===== config.mk =====
export PLATFORM = sky130hd
export DESIGN_NAME = grf_scoreboard
export DESIGN_NICKNAME = d
export VERILOG_FILES = /design/src/rtl/grf_scoreboard.sv
export SDC_FILE = /design/constraint.sdc
export NUM_CORES = 1
export LEC_CHECK = 0
export CORE_MARGIN = 2
export CORE_UTILIZATION = 48
export DETAILED_ROUTE_END_ITERATION = 10
export PLACE_DENSITY_LB_ADDON = 0.05
export SLEW_MARGIN = 10
export SYNTH_ARGS = -nofsm -noshare
export SYNTH_HDL_FRONTEND = slang
export SYNTH_SLANG_ARGS = --single-unit

===== constraint.sdc =====
create_clock -name clk -period 11.6 [get_ports clk]
set_clock_uncertainty 0.1 [all_clocks]
set_input_delay 2.32 -clock clk [delete_from_list [all_inputs] [get_ports clk]]
set_output_delay 2.32 -clock clk [all_outputs]
set_load 0.005 [all_outputs]

===== src/rtl/grf_scoreboard.sv =====
// Register-file hazard scoreboard: per-register pending-write counters, stall is combinational, state updates 1 cycle after issue/write-back.
// Backpressure: stall holds decode on a RAW hazard or a saturated destination counter; write-back is never blocked.
module grf_scoreboard #(
  parameter int CNT_W = 2
) (
  input  logic       clk,
  input  logic       RESET,
  input  logic       issue_valid,
  input  logic [4:0] issue_A1,
  input  logic [4:0] issue_A2,
  input  logic       issue_use1,
  input  logic       issue_use2,
  input  logic       issue_WE,
  input  logic [4:0] issue_A3,
  input  logic       wb_WE,
  input  logic [4:0] wb_A3,
  output logic       stall,
  output logic       pending_any,
  output logic [9:0] outstanding,
  output logic       underflow
);

  localparam logic [CNT_W-1:0] CNT_MAX = '1;

  // Entry 0 is held at zero so $0 always reads as ready.
  logic [CNT_W-1:0] cnt [32];

  logic [CNT_W-1:0] cnt1, cnt2, cnt3, cntw;
  logic             hazard1, hazard2, full, accept;
  logic             inc, wb_hit, same, dec, uflow_ev;
  logic [9:0]       out_next;

  always_comb begin
    cnt1 = cnt[issue_A1];
    cnt2 = cnt[issue_A2];
    cnt3 = cnt[issue_A3];
    cntw = cnt[wb_A3];
  end

  always_comb begin
    hazard1 = issue_use1 & (issue_A1 != 5'd0) & (cnt1 != '0);
    hazard2 = issue_use2 & (issue_A2 != 5'd0) & (cnt2 != '0);
    full    = issue_WE & (issue_A3 != 5'd0) & (cnt3 == CNT_MAX);
    stall   = issue_valid & (hazard1 | hazard2 | full);
    accept  = issue_valid & ~stall;
  end

  // A same-register increment and decrement cancel; the increment is taken
  // first, so a write-back into a zero counter paired with an issue is legal.
  always_comb begin
    inc      = accept & issue_WE & (issue_A3 != 5'd0);
    wb_hit   = wb_WE & (wb_A3 != 5'd0);
    same     = inc & wb_hit & (wb_A3 == issue_A3);
    dec      = wb_hit & ((cntw != '0) | same);
    uflow_ev = wb_hit & (cntw == '0) & ~same;
    out_next = outstanding + 10'(inc) - 10'(dec);
  end

  always_ff @(posedge clk) begin
    if (RESET) begin
      for (int i = 0; i < 32; i++) cnt[i] <= '0;
      outstanding <= '0;
      pending_any <= 1'b0;
      underflow   <= 1'b0;
    end else begin
      for (int i = 1; i < 32; i++) begin
        if (inc && issue_A3 == 5'(i) && !(dec && wb_A3 == 5'(i)))
          cnt[i] <= cnt[i] + CNT_W'(1);
        else if (dec && wb_A3 == 5'(i) && !(inc && issue_A3 == 5'(i)))
          cnt[i] <= cnt[i] - CNT_W'(1);
      end
      outstanding <= out_next;
      pending_any <= (out_next != 10'd0);
      if (uflow_ev) underflow <= 1'b1;
    end
  end

endmodule


==> parameters.txt <==
Parameter                              Value

Logic synthesis
  Most used standard cell by instance count after synthesis    sky130_fd_sc_hd__nor2_1
  Post-synth top area share    roughly 29%
  Cell type with the highest aggregate area in the netlist    sky130_fd_sc_hd__edfxtp_1
  Post-synth design cell area    approximately 6500 um2
  Seq/Total Area, Yosys    between 30% and 40%
  Distinct cells, synth    73
  Ys flop type    sky130_fd_sc_hd__edfxtp_1
  Syn_nets    785
  Async set-or-reset flop fraction in the synthesized netlist    0%
  Post-synthesis average cell area    8.72 um2
  Cells after synthesis    747
  Synthesis warning total    0
  Area contributors post-synth    sky130_fd_sc_hd__edfxtp_1, sky130_fd_sc_hd__mux4_2, sky130_fd_sc_hd__nor2_1
  Number of synthesized register bits    74
  Post-synth top cells    sky130_fd_sc_hd__nor2_1, sky130_fd_sc_hd__nand2_1, sky130_fd_sc_hd__edfxtp_1
  Number of flops mapped to enable cells by yosys    62

Routing
  DRC violations left    0
  Uppermost signal routing layer after detailed routing    met4
  Post-Route M1 WL    8820 um
  Post-DR wirelength/cell    21.2 um
  Detailed-routed wire length on met3    between 1500 and 2000 um
  Vias per cell    ~6.6
  Total met2 wirelength after detailed routing    a little under 9000 um
  Pre-Repair DR Iteration Count    5
  Routed wire length    a little under 20000 um
  Via count of the routed design    ~6100
  Iter 0 DRT Violations    ~630
  Number of antenna-violating nets in the routed design    0

Hold path
  Class of the tightest hold or removal check    register to register

Clock tree
  Depth of the CTS H-tree    3
  Number of buffers added by the clock tree synthesis step    9
  Clk Latency, worst-skew pair    0.35 ns
  Clock-pin slew of the registers on the worst-case setup and hold paths    about 0.060 ns
  Clock root buffer master    sky130_fd_sc_hd__clkbuf_16
  Number of clock sinks    between 70 and 80
  Clock tree from TritonCTS    built
  PostCTS Resize Cnt    0
  Postcts setup bufs    0
  # hold bufs at CTS    0
  Max Root-Sink Buffers    2

STA
  Post-route worst hold slack    between 0.3 and 0.4 ns
  Worst slew margin    31.5%
  Number of max-slew violations in the final report    0
  Fmax    approximately 0.13 GHz
  Minimum setup slack in the final design    approximately 4.0 ns
  Fin Setup TNS    0 ns
  Actual slew at the worst max-slew pin    around 1.0 ns
  Final hold viol count    0
  Total of endpoints with negative setup slack in the final report    0
  Post-route clock period utilization    around two thirds
  Min Clock Period, post-route    approximately 7.6 ns
  Unrepaired setup endpoints after global routing    no

Global routing
  Number of global-route vias before repair    roughly 5700
  Number of antenna violations at the first check in global routing    0
  GRT Util Overall    between 20% and 30%
  Pin count of the biggest net entering global routing    between 80 and 90
  Global-route wire length before repair    ~31000 um
  Sum of overflow across all layers after global routing    0

Power and ir drop
  Worst voltage drop across the vdd grid    between 0.0001 and 0.00015 V
  Cell Pwr Density    between 100 and 150 nW/um2
  Post-layout power    0.964 mW
  Leakage power figure    ~2.5 nW

Floorplanning
  Die Footprint    14500 um2
  Core area    13200 um2
  Effective utilization at floorplan    49.2%
  Site row count    42
  Count of pins on the block boundary    40
  Die X    roughly 120 um
  Overall die height    about 120 um

Critical path
  Data arrival time at the worst-slack endpoint    5.21 ns
  Nature of the critical path endpoint    primary output
  Category of the critical setup timing path    primary input to primary output
  Worst setup SP type    primary input
  Endpoint required time on the critical path    around 9.2 ns
  Maximum net fanout on the critical path    18

Place
  Total placed cells including tap cells    915
  Quantity of I/O buffers inserted on ports    39
  Routability congestion estimate    between 0.9 and 1
  Half-perimeter wire length of the detailed placement result    around 15000 um
  Cell area reported after detailed placement    slightly below 7000 um2
  Worst setup slack after placement    3.85 ns

Cells and area
  Final antenna diode count    0
  Fraction of layout instances using a drive strength above 1    roughly 8.7%
  Number of filler cells placed in the layout    between 1000 and 1500
  Core occupancy in the finished layout    54.6%
  Post-Layout Cell Count    931
  Post-layout net count    788
  Finished Cell Area    around 7200 um2
  Layout-stage area growth over the synthesis result    11.0%

Outcome
  Outcome    complete, no violations

Run
  Max Cap Violations    0
## layout make-up
class                   instances  area [um2]  share of cell area (%)
clock buffers                  11         243                    3.35
clock inverters                 5        37.5                   0.519
inverters                      19        71.3                   0.985
multi-input cells             602        4150                    57.3
flip-flops and latches         74        2100                    29.0
well taps                     176         220                    3.04
repair buffers                 44         418                    5.77
## critical path, stage by stage
cell and delay, ns:
sky130_fd_sc_hd__clkdlybuf4s50_1 0.90, sky130_fd_sc_hd__nand2b_1 0.31, sky130_fd_sc_hd__a311oi_1 0.09, sky130_fd_sc_hd__a311o_1 0.34, sky130_fd_sc_hd__mux2i_1 0.21, sky130_fd_sc_hd__a311o_1 0.34
sky130_fd_sc_hd__nor2_1 0.07, sky130_fd_sc_hd__nor2b_1 0.12, sky130_fd_sc_hd__clkdlybuf4s50_1 0.50
## logic make-up (layout without fill, tap and decap cells)
kind of cell / count (synthesis) / in the layout / share of synthesized area (%)
and+or+nand+nor: 344 / 344 / 26.8
AOI/OAI and AO/OA: 161 / 161 / 16.8
DFF: 74 / 74 / 32.3
buffers and inverters: 71 / 79 / 4.42
xor gates and xnor gates: 45 / 45 / 6.05
muxes: 41 / 41 / 11.5
adders and majority gates: 11 / 11 / 2.23
## metal layers
layer | vias to the layer above | GRT usage (%)
met5 | - | 0
met2 | 267 | 41.9
met1 | 2979 | 39.3
met3 | 41 | 4.72
met4 | 0 | 12.6
li1 | 2831 | -
## state kept, by name, indices dropped and copies added (netlist names)
signal       flops
cnt             62
outstanding     10
pending_any      1
underflow        1
## path summary, 6_finish.rpt
kind,from,end,slack (ns),cells after the start
setup / recovery,issue_A3[1],stall,3.97,9
hold / removal,underflow$_SDFFE_PP0P_,underflow$_SDFFE_PP0P_,0.37,1
setup reg to reg,cnt[11][0]$_SDFFCE_PN0P_,pending_any$_SDFF_PP0_,6.48,20
hold reg to reg,underflow$_SDFFE_PP0P_,underflow$_SDFFE_PP0P_,0.37,1
## where the power goes
part,leakage [nW],switching (mW),internal [mW]
Clock,0.140,0.118,0.152
Sequential,0.737,0.0268,0.319
Combinational,1.62,0.190,0.159
## layout by cell type (no fill, tap or decap), types with 5 or more instances in the layout
cell / netlist / layout
sky130_fd_sc_hd__nand4_1: 11 / 11
sky130_fd_sc_hd__ha_1: 10 / 10
sky130_fd_sc_hd__nor3b_1: 7 / 7
sky130_fd_sc_hd__nand2_1: 66 / 66
sky130_fd_sc_hd__nor2b_1: 11 / 11
sky130_fd_sc_hd__nand3_1: 41 / 41
sky130_fd_sc_hd__mux2i_1: 9 / 9
sky130_fd_sc_hd__inv_1: 18 / 18
sky130_fd_sc_hd__a21o_1: 5 / 5
sky130_fd_sc_hd__a21oi_1: 31 / 31
sky130_fd_sc_hd__xor2_1: 29 / 29
sky130_fd_sc_hd__nor3_1: 27 / 27
sky130_fd_sc_hd__clkbuf_16: 0 / 9
sky130_fd_sc_hd__clkdlybuf4s50_1: 0 / 37
sky130_fd_sc_hd__xnor2_1: 16 / 16
sky130_fd_sc_hd__or4_1: 13 / 13
sky130_fd_sc_hd__and3_1: 9 / 9
sky130_fd_sc_hd__o21ai_0: 33 / 33
sky130_fd_sc_hd__dfxtp_1: 12 / 12
sky130_fd_sc_hd__nand2b_1: 15 / 15
sky130_fd_sc_hd__and2_1: 8 / 8
sky130_fd_sc_hd__or3_1: 20 / 20
sky130_fd_sc_hd__buf_4: 0 / 5
sky130_fd_sc_hd__o22ai_1: 6 / 6
sky130_fd_sc_hd__o31ai_1: 11 / 11
sky130_fd_sc_hd__a211o_1: 6 / 6
sky130_fd_sc_hd__a211oi_1: 17 / 17
sky130_fd_sc_hd__nor2_1: 93 / 93
sky130_fd_sc_hd__mux4_2: 26 / 26
sky130_fd_sc_hd__edfxtp_1: 62 / 62
sky130_fd_sc_hd__o211ai_1: 16 / 16
(Power assumes the default switching activity.)
